===== src/rtl/mem_pkg.sv =====
// Shared types and widths for the SRAM memory-stage controller.
// Six-state access sequencer enum plus SRAM/word bus widths.
package mem_pkg;

    localparam int SRAM_ADDR_W = 18;
    localparam int SRAM_DATA_W = 16;
    localparam int WORD_W      = 32;

    typedef enum logic [2:0] {
        IDLE  = 3'd0,
        RD_LO = 3'd1,
        RD_HI = 3'd2,
        WR_LO = 3'd3,
        WR_HI = 3'd4,
        DONE  = 3'd5
    } sram_state_t;

endpackage


===== src/rtl/sram_phase_counter.sv =====
// Cycle counter for one SRAM half-access; sync load to 0, last when count hits ACCESS_CYCLES-1.
// Zero latency on last (decoded from the register); no flow control.
module sram_phase_counter #(
    parameter int ACCESS_CYCLES = 2
) (
    input  logic clk,
    input  logic rst,
    input  logic load,
    output logic last
);

    logic [3:0] r_count;

    always_ff @(posedge clk or posedge rst) begin
        if (rst) begin
            r_count <= 4'd0;
        end else if (load) begin
            r_count <= 4'd0;
        end else begin
            r_count <= r_count + 4'd1;
        end
    end

    assign last = (r_count == 4'(ACCESS_CYCLES - 1));

endmodule


===== src/rtl/sram_mem_controller.sv =====
// Splits a 32-bit load/store into two 16-bit SRAM accesses of ACCESS_CYCLES each.
// ready is low for 2N+1 cycles after a request is seen and high in the single DONE cycle.
module sram_mem_controller
    import mem_pkg::*;
#(
    parameter int BASE_ADDR     = 1024,
    parameter int ACCESS_CYCLES = 2
) (
    input  logic                   clk,
    input  logic                   rst,
    input  logic                   MEM_R_EN,
    input  logic                   MEM_W_EN,
    input  logic [WORD_W-1:0]      address,
    input  logic [WORD_W-1:0]      write_data,
    output logic [WORD_W-1:0]      read_data,
    output logic                   ready,
    output logic [SRAM_ADDR_W-1:0] sram_addr,
    output logic                   sram_we_n,
    output logic [SRAM_DATA_W-1:0] sram_dq_out,
    output logic                   sram_dq_oe,
    input  logic [SRAM_DATA_W-1:0] sram_dq_in
);

    sram_state_t r_state;
    sram_state_t w_state_nxt;

    logic [WORD_W-1:0]      r_addr;
    logic [WORD_W-1:0]      r_wdata;
    logic [WORD_W-1:0]      r_read_data;
    logic [SRAM_ADDR_W-1:0] r_sram_addr;
    logic                   r_sram_we_n;
    logic [SRAM_DATA_W-1:0] r_sram_dq_out;
    logic                   r_sram_dq_oe;

    logic                   w_last;
    logic                   w_load;
    logic                   w_capture;
    logic [WORD_W-1:0]      w_addr_src;
    logic [WORD_W-1:0]      w_wdata_src;
    logic [16:0]            w_word;
    logic [SRAM_ADDR_W-1:0] w_sram_addr_nxt;
    logic                   w_sram_we_n_nxt;
    logic [SRAM_DATA_W-1:0] w_sram_dq_out_nxt;
    logic                   w_sram_dq_oe_nxt;

    sram_phase_counter #(
        .ACCESS_CYCLES(ACCESS_CYCLES)
    ) u_phase (
        .clk  (clk),
        .rst  (rst),
        .load (w_load),
        .last (w_last)
    );

    always_ff @(posedge clk or posedge rst) begin
        if (rst) begin
            r_state <= IDLE;
        end else begin
            r_state <= w_state_nxt;
        end
    end

    always_comb begin
        w_state_nxt = r_state;
        case (r_state)
            IDLE: begin
                if (MEM_R_EN) begin
                    w_state_nxt = RD_LO;
                end else if (MEM_W_EN) begin
                    w_state_nxt = WR_LO;
                end
            end
            RD_LO:   if (w_last) w_state_nxt = RD_HI;
            RD_HI:   if (w_last) w_state_nxt = DONE;
            WR_LO:   if (w_last) w_state_nxt = WR_HI;
            WR_HI:   if (w_last) w_state_nxt = DONE;
            DONE:    w_state_nxt = IDLE;
            default: w_state_nxt = IDLE;
        endcase
    end

    // Every state change enters a fresh state, so it also restarts the phase count.
    assign w_load    = (w_state_nxt != r_state);
    assign w_capture = (r_state == IDLE) && (w_state_nxt != IDLE);

    // On the IDLE exit edge the pin registers must use the live request, not the capture.
    assign w_addr_src  = (r_state == IDLE) ? address    : r_addr;
    assign w_wdata_src = (r_state == IDLE) ? write_data : r_wdata;
    assign w_word      = 17'((w_addr_src - 32'(BASE_ADDR)) >> 2);

    always_comb begin
        w_sram_addr_nxt   = '0;
        w_sram_we_n_nxt   = 1'b1;
        w_sram_dq_out_nxt = '0;
        w_sram_dq_oe_nxt  = 1'b0;
        case (w_state_nxt)
            RD_LO: w_sram_addr_nxt = {w_word, 1'b0};
            RD_HI: w_sram_addr_nxt = {w_word, 1'b1};
            WR_LO: begin
                w_sram_addr_nxt   = {w_word, 1'b0};
                w_sram_we_n_nxt   = 1'b0;
                w_sram_dq_out_nxt = w_wdata_src[15:0];
                w_sram_dq_oe_nxt  = 1'b1;
            end
            WR_HI: begin
                // Hold we_n high for the first WR_HI cycle so the new address settles first.
                w_sram_addr_nxt   = {w_word, 1'b1};
                w_sram_we_n_nxt   = (ACCESS_CYCLES >= 2) && (r_state != WR_HI);
                w_sram_dq_out_nxt = w_wdata_src[31:16];
                w_sram_dq_oe_nxt  = 1'b1;
            end
            default: ;
        endcase
    end

    always_ff @(posedge clk or posedge rst) begin
        if (rst) begin
            r_addr        <= '0;
            r_wdata       <= '0;
            r_sram_addr   <= '0;
            r_sram_we_n   <= 1'b1;
            r_sram_dq_out <= '0;
            r_sram_dq_oe  <= 1'b0;
        end else begin
            if (w_capture) begin
                r_addr  <= address;
                r_wdata <= write_data;
            end
            r_sram_addr   <= w_sram_addr_nxt;
            r_sram_we_n   <= w_sram_we_n_nxt;
            r_sram_dq_out <= w_sram_dq_out_nxt;
            r_sram_dq_oe  <= w_sram_dq_oe_nxt;
        end
    end

    always_ff @(posedge clk or posedge rst) begin
        if (rst) begin
            r_read_data <= '0;
        end else if (w_last && (r_state == RD_LO)) begin
            r_read_data[15:0] <= sram_dq_in;
        end else if (w_last && (r_state == RD_HI)) begin
            r_read_data[31:16] <= sram_dq_in;
        end
    end

    assign ready       = ((r_state == IDLE) && !MEM_R_EN && !MEM_W_EN) || (r_state == DONE);
    assign read_data   = r_read_data;
    assign sram_addr   = r_sram_addr;
    assign sram_we_n   = r_sram_we_n;
    assign sram_dq_out = r_sram_dq_out;
    assign sram_dq_oe  = r_sram_dq_oe;

endmodule


===== config.mk =====
export PLATFORM = sky130hd
export DESIGN_NAME = sram_mem_controller
export DESIGN_NICKNAME = d
export VERILOG_FILES = /design/src/rtl/mem_pkg.sv /design/src/rtl/sram_phase_counter.sv /design/src/rtl/sram_mem_controller.sv
export SDC_FILE = /design/constraint.sdc
export NUM_CORES = 1
export LEC_CHECK = 0
export CELL_PAD_IN_SITES_DETAIL_PLACEMENT = 0
export CELL_PAD_IN_SITES_GLOBAL_PLACEMENT = 2
export CORE_MARGIN = 2
export CORE_UTILIZATION = 28
export DETAILED_ROUTE_END_ITERATION = 8
export HOLD_SLACK_MARGIN = 0.02
export PLACE_DENSITY = 0.72
export SLEW_MARGIN = 15
export SYNTH_ARGS = -nofsm -noshare
export SYNTH_HDL_FRONTEND = slang
export SYNTH_SLANG_ARGS = --single-unit

===== constraint.sdc =====
create_clock -name clk -period 4.5 [get_ports clk]
set_input_delay 1.35 -clock clk [delete_from_list [all_inputs] [get_ports clk]]
set_output_delay 1.35 -clock clk [all_outputs]
set_load 0.005 [all_outputs]

==> reports/qor.csv <==
metric,value,unit
Post-Syn Area,0.00529,mm²
"Net Count, Synth",475,
clk root buf,clkbuf_16,
worst-path fanout max,4,
CTS HTree Levels,4,
drt total wl,12500,µm
Max-Cap Viols,0,
Cell Int Power,3690,µW
share of the yosys chip area belonging to registers,58.7,%
maximum clock insertion buffer count,2,
pin count of the biggest net entering global routing,47,
GPL Wtd Cong,0.693,
most numerous cell on the critical path,clkdlybuf4s50_1,
clock sink count,124,
count of final hold-check violations,0,
Hold Buf Count CTS,0,
"FFs w/ async S/R, synth",100,%
die width,141,µm
Most used DFF post-synth,dfrtp_1,
Area Growth Syn to Fin,42.0,%
vias,3587,
Critical Path AT,2730,ps
Num CTS Buffers,17,
Hold Crit Class,reg -> reg,
number of global-route vias before repair,3825,
sequential power share,36.3,%
Post CTS Setup Buffer Count,0,
Fin Clk Skew,9.55,ps
DR iter-0 viols,128,
DP HPWL,8500,µm
final worst path period share,90.7,%
DR vias/cell,4.60,
P per Cell Area,715,mW/mm²
die area,0.0200,mm²
#FFs+latches synth,124,
CP peak stage delay,520,ps
Final Power,5370,µW
Nets,619,
maximum vdd drop,256,µV
minimum clock period,4080,ps
Ant. Diodes,0,
Gate power share,39.4,%
gr usage total,13.1,%
post-synth cell types,48,
GRT Residual Overflow,0,
CTS tree,yes,
post-CTS sizing,0,
effective utilization at floorplan,28.4,%
P_leak,0.00312,µW
# DRC,0,
switching power total,1680,µW
crit end category,output pin,
crit-path leading delay family,buffers and inverters,
# setup viols final,0,
status,completed,
met1 wire length,5450,µm
port bufs,137,
First-pass DRT Iterations,4,
top routing layer in use,met5,
CORE AREA,0.0186,mm²
setup TNS,0,ps
DR WL/cell,16.0,µm
global-route wire length before repair,20300,µm
CP required,3150,ps
WL met3,571,µm
share of cells above drive strength 1,25.5,%
Die Ht,141,µm
CP startpoint kind,input pin,
Max Slew Vio Count,0,
metal2 WL,6250,µm
sw frac,31.2,%
number of synthesized flops with an enable pin,0,
"antenna viol nets, final",0,
initial antenna violation count,1,
Post-Route Utilization,40.3,%
crit path cell chain,clkdlybuf4s50_1 -> nor4_1 -> a21oi_1 -> nor2_1 -> clkdlybuf4s50_1,
Slew headroom,55.9,%
type of the worst setup path,in -> out,
# rows,50,
Clock Latency Late Sink,410,ps
Synth warnings,0,
RSZ-0062 raised after global routing,no,
# fillers,1746,
Tightest Pin Transition,662,ps
post-synthesis cell count,388,
fmax,245,MHz
"Slowest-stage cell, CP",clkdlybuf4s50_1,
Worst-path clk slew,50,ps
Post-Syn Area per Cell,13.6,µm²
clock power share,24.3,%
crit path buf inv count,2,
I/O pin total,153,
## cell type report
| type | instances | area, µm² | share of cell area (%) |
|---|---|---|---|
| Multi-Input combinational cell | 241 | 2050 | 27.3 |
| Inverter | 2 | 11.3 | 0.150 |
| Clock inverter | 13 | 116 | 1.55 |
| Timing Repair Buffer | 146 | 1480 | 19.8 |
| Tap cell | 234 | 293 | 3.90 |
| Sequential cell | 124 | 3100 | 41.3 |
| Clock buffer | 19 | 453 | 6.03 |
## worst register-to-register path: stages, from the launching register on
cell and delay, ps:
dfrtp_1 570, or3_1 440, buf_4 230, nor2_4 390, buf_4 530, mux2_2 410
## per-layer routing
| metal | vias to the layer above | global-route usage (%) |
|---|---|---|
| li1 | 1682 | - |
| met1 | 1801 | 15.9 |
| met2 | 82 | 22.0 |
| met3 | 20 | 4.12 |
| met4 | 2 | 5.05 |
| met5 | - | 0 |
## path summary, 6_finish.rpt
path,startpoint,to,slack (ps),depth (start not counted)
setup / recovery,MEM_W_EN,ready,420,5
hold / removal,r_wdata[20]$_DFFE_PP0P_,sram_dq_out[4]$_DFF_PP0_,480,1
setup reg to reg,r_state[0]$_DFF_PP0_,r_addr[12]$_DFFE_PP0P_,1810,5
hold reg to reg,r_wdata[20]$_DFFE_PP0P_,sram_dq_out[4]$_DFF_PP0_,480,1
max in group asynchronous,rst,sram_addr[9]$_DFF_PP0_,2360,4
min in group asynchronous,rst,sram_dq_oe$_DFF_PP0_,1370,2
## synthesized netlist by cell type (4+ instances only)
cell type  count  share of area [%]
a21oi_1       12                1.1
buf_2          5               0.47
buf_4          9                1.3
clkbuf_1       4               0.28
dfrtp_1      123                 58
mux2_2        86                 18
mux2i_1       21                4.0
nand2_1       25                1.8
nand3_1        5               0.47
nor2_1        19                1.3
nor3_1         4               0.38
nor4_1         5               0.59
o2bb2ai_1     16                2.6
xor2_1         5               0.83
## cell families after synthesis
logic type	Yosys count	synth area share, %
multiplexers	111	23.2
buffers and inverters	23	2.67
XOR/XNOR	6	0.994
AND/OR/NAND/NOR	77	7.71
adder cells (fa/ha/maj)	3	0.710
flip-flops	124	58.7
AO/OA/AOI/OAI	44	6.01
## flip-flops by register name, summed over array words and instances (netlist names)
signal	flops
sram_addr	18
sram_dq_oe	1
read_data	32
sram_we_n	1
r_addr	17
r_wdata	32
sram_dq_out	16
u_phase.r_count	4
r_state	3
## metrics by stage
| stage | area [µm²] | hold WS [ps] | std cells | setup WS, ps |
|---|---|---|---|---|
| 4_1_cts | 7480 | 478 | 778 | 405 |
| 2_1_floorplan | 5290 | 452 | 388 | 1420 |
| 3_3_place_gp | 6910 | 463 | 746 | 382 |
| 3_5_place_dp | 6910 | 470 | 746 | 409 |
| 6_report | 7510 | 483 | 779 | 417 |
| 5_1_grt | 7510 | 494 | 779 | 272 |
## layout by cell type (no fill, tap or decap), types with 2 or more instances in the layout
cell / n
clkdlybuf4s50_1: 137
dfrtp_1: 123
mux2_2: 86
nand2_1: 25
mux2i_1: 21
nor2_1: 19
clkbuf_16: 17
o2bb2ai_1: 16
a21oi_1: 12
buf_4: 6
xor2_1: 5
nor4_1: 5
nand3_1: 5
clkinvlp_4: 4
clkinv_2: 4
mux2_1: 3
nor3b_1: 3
nor2b_1: 3
o21ai_0: 3
nor3_1: 3
ha_1: 3
clkinv_4: 3
nand3b_2: 2
or3_1: 2
nor3_2: 2
a22o_1: 2
clkbuf_8: 2
inv_6: 2
buf_12: 2
## power groups by stage
stage	sequential (µW)	clock, µW	combinational [µW]
after floorplan	1900	0	1330
after global placement	1950	0	2110
after detailed placement	1980	0	2150
after CTS	1960	1340	2160
after global routing	2020	1390	2330
final	1950	1300	2120
Power figures use the tool's default switching activity.
